--- src/rtl/tmds_channel_decoder.sv ---
// tmds_channel_decoder: receive side of one HDMI TMDS channel.
// Hunts for word alignment using runs of control tokens and bitslip requests,
// then decodes aligned 10-bit words into pixel data, DE and {C1,C0}.
//
// Optional TERC4 decode is compiled in when TMDS_DEC_TERC4_EN is defined;
// otherwise terc4 and terc4_valid stay 0.
//
// Ports:
//   clk          pixel clock
//   reset        synchronous, active-high
//   tmds_word    deserialized word, bit 0 is the first serial bit
//   bitslip      one-cycle request to shift deserializer alignment by one bit
//   aligned      lock status
//   slip_count   bitslips issued since reset, modulo 10
//   de, c, data  decoded data enable, {C1,C0}, pixel byte (2 clk latency)
//   terc4        TERC4 nibble, terc4_valid flags a TERC4 match (2 clk latency)
module tmds_channel_decoder #(
  parameter int unsigned CTRL_RUN       = 8,
  parameter int unsigned SEARCH_TIMEOUT = 4096,
  parameter int unsigned SLIP_WAIT      = 16,
  parameter int unsigned LOSS_TIMEOUT   = 4096
) (
  input  logic       clk,
  input  logic       reset,
  input  logic [9:0] tmds_word,
  output logic       bitslip,
  output logic       aligned,
  output logic [3:0] slip_count,
  output logic       de,
  output logic [1:0] c,
  output logic [7:0] data,
  output logic [3:0] terc4,
  output logic       terc4_valid
);

  localparam int unsigned RUN_W  = (CTRL_RUN > 1)       ? $clog2(CTRL_RUN)       : 1;
  localparam int unsigned TCNT_W = (SEARCH_TIMEOUT > 1) ? $clog2(SEARCH_TIMEOUT) : 1;
  localparam int unsigned WCNT_W = (SLIP_WAIT > 1)      ? $clog2(SLIP_WAIT)      : 1;
  localparam int unsigned LCNT_W = (LOSS_TIMEOUT > 1)   ? $clog2(LOSS_TIMEOUT)   : 1;

  localparam logic [RUN_W-1:0]  RUN_LAST = RUN_W'(CTRL_RUN - 1);
  localparam logic [TCNT_W-1:0] T_LAST   = TCNT_W'(SEARCH_TIMEOUT - 1);
  localparam logic [WCNT_W-1:0] W_LAST   = WCNT_W'(SLIP_WAIT - 1);
  localparam logic [LCNT_W-1:0] L_LAST   = LCNT_W'(LOSS_TIMEOUT - 1);

  typedef enum logic [1:0] {
    ST_SEARCH = 2'd0,
    ST_SLIP   = 2'd1,
    ST_WAIT   = 2'd2,
    ST_LOCKED = 2'd3
  } state_t;

  state_t              state, state_nxt;
  logic [9:0]          w;
  logic [RUN_W-1:0]    run_cnt, run_nxt;
  logic [TCNT_W-1:0]   tcnt, tcnt_nxt;
  logic [WCNT_W-1:0]   wcnt, wcnt_nxt;
  logic [LCNT_W-1:0]   lcnt, lcnt_nxt;
  logic [3:0]          slip_nxt;
  logic                bitslip_nxt, aligned_nxt, de_nxt, t4v_nxt;
  logic [1:0]          c_nxt;
  logic [7:0]          data_nxt;
  logic [3:0]          t4_nxt;

  logic                is_tok;
  logic [1:0]          tok_c;
  logic [7:0]          q, dec;
  logic                t4_hit;
  logic [3:0]          t4_idx;

  // Control token detect on the registered word
  always_comb begin
    is_tok = 1'b1;
    tok_c  = 2'b00;
    case (w)
      10'b1101010100: tok_c = 2'b00;
      10'b0010101011: tok_c = 2'b01;
      10'b0101010100: tok_c = 2'b10;
      10'b1010101011: tok_c = 2'b11;
      default:        is_tok = 1'b0;
    endcase
  end

  // TMDS data decode: undo optional inversion, then XOR/XNOR chain
  always_comb begin
    q      = w[9] ? ~w[7:0] : w[7:0];
    dec    = '0;
    dec[0] = q[0];
    for (int i = 1; i < 8; i++) begin
      dec[i] = w[8] ? (q[i] ^ q[i-1]) : ~(q[i] ^ q[i-1]);
    end
  end

`ifdef TMDS_DEC_TERC4_EN
  // TERC4 codeword lookup (HDMI 1.4 data island encoding)
  always_comb begin
    t4_hit = 1'b1;
    t4_idx = 4'd0;
    case (w)
      10'b1010011100: t4_idx = 4'd0;
      10'b1001100011: t4_idx = 4'd1;
      10'b1011100100: t4_idx = 4'd2;
      10'b1011100010: t4_idx = 4'd3;
      10'b0101110001: t4_idx = 4'd4;
      10'b0100011110: t4_idx = 4'd5;
      10'b0110001110: t4_idx = 4'd6;
      10'b0100111100: t4_idx = 4'd7;
      10'b1011001100: t4_idx = 4'd8;
      10'b0100111001: t4_idx = 4'd9;
      10'b0110011100: t4_idx = 4'd10;
      10'b1011000110: t4_idx = 4'd11;
      10'b1010001110: t4_idx = 4'd12;
      10'b1001110001: t4_idx = 4'd13;
      10'b0101100011: t4_idx = 4'd14;
      10'b1011000011: t4_idx = 4'd15;
      default:        t4_hit = 1'b0;
    endcase
  end
`else
  assign t4_hit = 1'b0;
  assign t4_idx = 4'd0;
`endif

  // Alignment FSM next-state and registered-output computation
  always_comb begin
    state_nxt   = state;
    run_nxt     = run_cnt;
    tcnt_nxt    = tcnt;
    wcnt_nxt    = wcnt;
    lcnt_nxt    = lcnt;
    slip_nxt    = slip_count;
    bitslip_nxt = 1'b0;

    case (state)
      ST_SEARCH: begin
        // Lock wins over timeout when both land on the same cycle
        if (is_tok && (run_cnt == RUN_LAST)) begin
          state_nxt = ST_LOCKED;
          run_nxt   = '0;
          tcnt_nxt  = '0;
          lcnt_nxt  = '0;
        end else if (tcnt == T_LAST) begin
          state_nxt = ST_SLIP;
          run_nxt   = '0;
          tcnt_nxt  = '0;
        end else begin
          tcnt_nxt = tcnt + TCNT_W'(1);
          run_nxt  = is_tok ? (run_cnt + RUN_W'(1)) : '0;
        end
      end
      ST_SLIP: begin
        bitslip_nxt = 1'b1;
        slip_nxt    = (slip_count == 4'd9) ? 4'd0 : (slip_count + 4'd1);
        wcnt_nxt    = '0;
        state_nxt   = ST_WAIT;
      end
      ST_WAIT: begin
        // Deserializer is settling; words are ignored here
        if (wcnt == W_LAST) begin
          state_nxt = ST_SEARCH;
          wcnt_nxt  = '0;
          tcnt_nxt  = '0;
          run_nxt   = '0;
        end else begin
          wcnt_nxt = wcnt + WCNT_W'(1);
        end
      end
      ST_LOCKED: begin
        if (is_tok) begin
          lcnt_nxt = '0;
        end else if (lcnt == L_LAST) begin
          // Lock lost: resume searching at the current alignment, no slip
          state_nxt = ST_SEARCH;
          lcnt_nxt  = '0;
          tcnt_nxt  = '0;
          run_nxt   = '0;
        end else begin
          lcnt_nxt = lcnt + LCNT_W'(1);
        end
      end
      default: state_nxt = ST_SEARCH;
    endcase

    // Decoded outputs follow the lock status they are registered alongside
    aligned_nxt = (state_nxt == ST_LOCKED);
    de_nxt      = 1'b0;
    data_nxt    = '0;
    c_nxt       = aligned_nxt ? c : 2'b00;
    if (aligned_nxt) begin
      if (is_tok) begin
        c_nxt = tok_c;
      end else begin
        de_nxt   = 1'b1;
        data_nxt = dec;
      end
    end
    t4v_nxt = aligned_nxt & t4_hit;
    t4_nxt  = t4v_nxt ? t4_idx : 4'd0;
  end

  // Stage 1 word register, FSM state, stage 2 outputs
  always_ff @(posedge clk) begin
    if (reset) begin
      w           <= '0;
      state       <= ST_SEARCH;
      run_cnt     <= '0;
      tcnt        <= '0;
      wcnt        <= '0;
      lcnt        <= '0;
      slip_count  <= '0;
      bitslip     <= 1'b0;
      aligned     <= 1'b0;
      de          <= 1'b0;
      c           <= '0;
      data        <= '0;
      terc4       <= '0;
      terc4_valid <= 1'b0;
    end else begin
      w           <= tmds_word;
      state       <= state_nxt;
      run_cnt     <= run_nxt;
      tcnt        <= tcnt_nxt;
      wcnt        <= wcnt_nxt;
      lcnt        <= lcnt_nxt;
      slip_count  <= slip_nxt;
      bitslip     <= bitslip_nxt;
      aligned     <= aligned_nxt;
      de          <= de_nxt;
      c           <= c_nxt;
      data        <= data_nxt;
      terc4       <= t4_nxt;
      terc4_valid <= t4v_nxt;
    end
  end

endmodule
--- config.mk ---
export PLATFORM = sky130hd
export DESIGN_NAME = tmds_channel_decoder
export DESIGN_NICKNAME = d
export VERILOG_FILES = /design/src/rtl/tmds_channel_decoder.sv
export SDC_FILE = /design/constraint.sdc
export NUM_CORES = 1
export LEC_CHECK = 0
export CAP_MARGIN = 5
export CORE_MARGIN = 2
export CORE_UTILIZATION = 35
export DETAILED_ROUTE_END_ITERATION = 7
export SLEW_MARGIN = 20
export SYNTH_ARGS = -nofsm -noshare
export SYNTH_HDL_FRONTEND = slang
export SYNTH_SLANG_ARGS = --single-unit
--- constraint.sdc ---
create_clock -name clk -period 2.6 [get_ports clk]
set_input_delay 0.52 -clock clk [delete_from_list [all_inputs] [get_ports clk]]
set_output_delay 0.52 -clock clk [all_outputs]
set_load 0.1 [all_outputs]
-- Word-level counts from Yosys, hierarchy flattened
Index checks and enable logic that the tools add are counted.
W data, S select, Z words.
- add/sub/neg operators: 5
- eq/ne operators: 17
- multiplexer cells: 41
- bitwise gates (word level): 16
- reduce and logical (&&, ||, !) cells: 10
- operator list (cell ; number):
    $mux W12 ; 8
    $pmux W12 S3 ; 1
    $add A12 B1 Y12 const B ; 2
    $eq A12 B12 Y1 const B ; 2
    $pmux W12 S2 ; 1
    $eq A10 B10 Y1 const B ; 2
    $mux W3 ; 6
    $mux W2 ; 8
    $eq A10 B8 Y1 const B ; 1
    $eq A10 B9 Y1 const B ; 1
    $mux W1 ; 10
    $pmux W3 S3 ; 1
    $add A4 B1 Y4 const B ; 2
    $eq A4 B4 Y1 const B ; 2
    $mux W4 ; 2
    $mux W8 ; 1
    $ne A2 B2 Y1 const B ; 4
    $not A1 Y1 ; 8
    $not A8 Y8 ; 1
    $pmux W2 S4 ; 1
    $pmux W4 S2 ; 1
    $xor A1 B1 Y1 ; 7
    $eq A2 B2 Y1 const B ; 3
    $pmux W2 S3 ; 1
    12 further kinds ; 13
- bits in registers: 60
- input bits: 12
- output and inout bits: 22
- word-level logic and storage cells: 101

-- Depth between registers and ports, before layout
- depth after elaboration: 10
- mapped depth: 9
- mapped depth without buffers: 8

-- Worst setup path after synthesis
Ideal clock, no wire load.
- path kind: flip-flop to flip-flop
- start point: register state[0]
- end point: register tcnt[5]
- library setup time: 0.128 ns
- arrival time: 1.906 ns
- required time: 2.472 ns
- setup slack: 0.566 ns
- stages on the path, launching flop included: 10
- clock period less this slack: 2.034 ns
- cell sequence: dfxtp_1 -> inv_1 -> ha_1 -> clkbuf_1 -> and2_1 -> or2_2 -> buf_1 -> nor4_1 -> xnor2_1 -> nor2_1
- cells in the longest elaborated chain, start to end: 3
- ends and longest elaborated chain (item ; RTL line ; RTL):
    start: declaration ; 53 ; state_t state, state_nxt;
    start signal: assignment ; 220 ; state <= state_nxt;
    $eq A2 B2 Y1 or $logic_not A2 Y1 (tied branches) ; 134 ; case (state)
    $ne A2 B2 Y1 (no line) or $reduce_bool A3 Y1 (tied branches) ; n/a ;
    $reduce_and A4 Y1 (no line) ; n/a ;
    end signal: assignment ; 222 ; tcnt <= tcnt_nxt;
    end: declaration ; 56 ; logic [TCNT_W-1:0] tcnt, tcnt_nxt;
Parallel ways exist; a longest one is shown, timed or not.
A chain may end at the register's enable or synchronous reset.

-- Worst setup path after layout
- start point: register lcnt[0]
- end point: register data[6]
- cells in the longest elaborated chain, start to end: 7
- ends and longest elaborated chain (item ; RTL line ; RTL):
    start: declaration ; 58 ; logic [LCNT_W-1:0] lcnt, lcnt_nxt;
    start signal: assignment ; 224 ; lcnt <= lcnt_nxt;
    $eq A12 B12 Y1 ; 171 ; end else if (lcnt == L_LAST) begin
    $mux W2 ; 171 ;
    $mux W2 ; 169 ; if (is_tok) begin
    $pmux W2 S4 ; 134 ;
    $eq A2 B2 Y1 ; 185 ; aligned_nxt = (state_nxt == ST_LOCKED);
    $not A1 Y1 (no line) ; n/a ;
    $reduce_or A3 Y1 (no line) ; n/a ;
    end signal: assignment ; 230 ; data <= data_nxt;
    end: declaration ; 31 ; output logic [7:0] data,
No other way between the ends.

==> results.sh <==
export IMPL_status="completed"
export IMPL_cts_resized=0
export IMPL_p_leak_nw=1.340
export IMPL_final_core_util_pct=43.85
export IMPL_fmax_ghz=0.4498
export IMPL_grt_overflow=0
export IMPL_hold_path_startpoint="c[0]"
export IMPL_die_h_um=94.26
export IMPL_synthesis_area_um2=2851
export IMPL_antenna_found_initial=0
export IMPL_io_buffers=28
export IMPL_wl_um=5362
export IMPL_critPathArrivalTime_ps=2450
export IMPL_crit_fanout=7
export IMPL_critical_path_class="reg2reg"
export IMPL_synth_ff_type="dfxtp_1"
export IMPL_fin_crit_ps=2223
export IMPL_grt_pass1_vias=2113
export IMPL_vias_per_cell=4.844
export IMPL_insertion_delay_ps=340
export IMPL_hpwl_um=3874
export IMPL_n_fill_cell=785
export IMPL_max_stage_delay_ps=560
export IMPL_crit_path_end_kind="register"
export IMPL_initial_core_util_pct=36.52
export IMPL_cts_buffers=9
export IMPL_grt_max_degree=21
export IMPL_regArea_um2=1201
export IMPL_seq_power_share_pct=46.5
export IMPL_ys_types=50
export IMPL_use_met1_pct=18.12
export IMPL_gr_usage_met2_pct=20.18
export IMPL_reg2reg_from="lcnt[0]"
export IMPL_vdd_drop_max_mv=0.2181
export IMPL_path_clk_slew_ps=70
export IMPL_crit_chain="ha_1, nand2_1, nor4_4, a31oi_1, a2111oi_4, nor3_2, and2_1"
export IMPL_drive_above_1_share_pct=14.94
export IMPL_relSlewSlack_pct=52.13
export IMPL_clk_path_buf_depth=2
export IMPL_n_antenna_cell=0
export IMPL_avgSynthCellArea_um2=9.198
export IMPL_hold_depth=2
export IMPL_postRouteAntennaNets=0
export IMPL_grt_setup_unrepaired="false"
export IMPL_clock_skew_ps=10.80
export IMPL_vias=2180
export IMPL_slew_violations=0
export IMPL_finalSetupViolations=0
export IMPL_synth_warning_count=0
export IMPL_root_buffer="clkbuf_8"
export IMPL_min_period_over_period_pct=85.50
export IMPL_hp_class="reg2reg"
export IMPL_drv_cap=0
export IMPL_power_frac_clock_pct=48.3
export IMPL_critPathSlowestCell="a2111oi_4"
export IMPL_worst_pin_slew_ps=715.8
export IMPL_busiest_layer="met2"
export IMPL_cts_setup_buffers=0
export IMPL_p_sw_share_pct=21.77
export IMPL_cts_tree="yes"
export IMPL_die_x_um=94.26
export IMPL_cp_start_kind="register"
export IMPL_hold_viol_final=0
export IMPL_ys_ff_latch=60
export IMPL_comb_power_share_pct=5.3
export IMPL_cellPowerDensity_nw_per_um2=595.2
export IMPL_drt_pass1_iterations=4
export IMPL_drt_iter0_drc=57
export IMPL_tns_ps=0
export IMPL_die_area_um2=8885
export IMPL_ctsHoldBuffers=0
export IMPL_globalplace_congestion=0.8158
export IMPL_clkSinkCount=60
export IMPL_layout_nets=366
export IMPL_r2r_cells=7
export IMPL_synthArstFlopShare_pct=0
export IMPL_route_detailed_drc=0
export IMPL_grtUsageMet3_pct=4.414
export IMPL_p_sw_uw=443.5
export IMPL_ys_seq_area_share_pct=42.12
export IMPL_rows=32
export IMPL_p_int_mw=1.594
export IMPL_coreArea_um2=7807
export IMPL_required_ps=2830
export IMPL_grt_usage_pct=13.82
export IMPL_grt_pass1_wl_um=9577
export IMPL_multi_input_area_um2=1553
export IMPL_pin_count=34
export IMPL_synth_edf_count=0
export IMPL_area_delta_synth_final_pct=20.05
export IMPL_h_tree_depth=3
export IMPL_netlist_instances=310
export IMPL_crit_start="lcnt[0]"
export IMPL_wl_per_cell_um=11.92
==> critical path, delay by kind of cell, from the launching register on <==
| family | cells | cell delay [ps] |
|---|---|---|
| DFF | 1 | 400 |
| AOI/OAI and AO/OA | 2 | 750 |
| and+or+nand+nor | 4 | 690 |
| adders and majority gates | 1 | 290 |
==> logic make-up (layout without fill, tap and decap cells) <==
family	Yosys count	after routing	share of synthesized area, %
other	1	5	0.1315
AO/OA/AOI/OAI	42	42	11.54
buffers and inverters	24	58	3.949
adder cells (fa/ha/maj)	11	11	4.827
XOR/XNOR	35	35	10.75
flip-flops	60	60	42.12
AND/OR/NAND/NOR	135	135	25.93
multiplexers	2	2	0.7459
==> through the flow <==
| step | setup WS, ps | cell area, um^2 | total power, mW | std cells | hold WS, ps |
|---|---|---|---|---|---|
| finish | 377.0 | 3423 | 2.037 | 450 | 475.7 |
| global placement | 388.4 | 3187 | 1.076 | 434 | 459.1 |
| CTS | 334.4 | 3423 | 2.063 | 450 | 474.9 |
| floorplan | 565.9 | 2867 | 1.051 | 314 | 453.4 |
| detailed placement | 340.7 | 3187 | 1.076 | 434 | 463.4 |
| global route | 125.6 | 3423 | 2.125 | 450 | 496.9 |
==> flip-flops by register name, indices dropped and copies added (netlist names) <==
| register | cells |
|---|---|
| lcnt | 12 |
| tcnt | 12 |
| w | 10 |
| data | 8 |
| slip_count | 4 |
| wcnt | 4 |
| run_cnt | 3 |
| c | 2 |
| state | 2 |
| aligned | 1 |
| bitslip | 1 |
| de | 1 |
==> cell usage in the layout, fill, tap and decap left out, types with 5 or more instances in the layout <==
master and instances:
a21oi_1 12, xor2_1 16, ha_1 11, nor3_1 9, conb_1 5, nand3_1 12, and2_1 10, nor2b_1 17
clkbuf_8 12, xnor2_1 19, o21ai_0 9, nor2_1 40, nor4_1 6, buf_4 21, clkdlybuf4s50_1 11, nand2_1 15
nand4_1 5, dfxtp_1 60, inv_1 10
==> Yosys cell counts, drive strengths merged, types with 2 or more instances <==
cell type   n  share of area [%]
o211ai      3               0.79
a21oi      13                2.7
and4bb      2               0.88
xor2       16                4.9
nor4        7                2.1
nand3      14                2.8
nor3       10                1.9
nand2b      2               0.44
dfxtp      60                 42
ha         11                4.8
o21ai      10                1.9
xnor2      19                5.8
a22o        2               0.61
clkbuf      5               0.66
o2111ai     4                1.2
nor4b       2               0.61
o31ai       2                1.0
inv        10                1.3
buf         9                2.0
and2       10                2.2
nand2      16                2.2
nor2       40                5.3
nand4       6                1.5
nor2b      17                3.7
a211oi      2               0.53
a31oi       2               0.66
and3        4               0.88
==> metal layers <==
layer  vias up  wire (um)
li1       1125          -
met1      1009       2651
met3        12        224
met2        34       2364
met5         -          0
met4         0        121
==> power groups by stage <==
stage	clock network [mW]	registers, mW	logic, mW
global placement	0	0.967	0.109
CTS	1.01	0.947	0.109
detailed placement	0	0.967	0.108
finish	0.983	0.947	0.107
floorplan	0	0.962	0.0891
global route	1.06	0.948	0.118
==> path summary, 6_finish.rpt <==
| path | end | slack, ps |
|---|---|---|
| setup reg to reg | data[6] | 380 |
| setup / recovery | data[6] | 380 |
| hold / removal | c[0] | 480 |
| hold reg to reg | c[0] | 480 |
==> area by class of cell <==
| cell class | count | area share, % |
|---|---|---|
| clock buffers | 13 | 4.934 |
| well taps | 102 | 3.728 |
| flip-flops and latches | 60 | 35.09 |
| multi-input cells | 230 | 45.36 |
| repair buffers | 32 | 7.822 |
| clock inverters | 3 | 1.974 |
| inverters | 10 | 1.096 |
No activity file was read; power rests on OpenSTA's default activity.
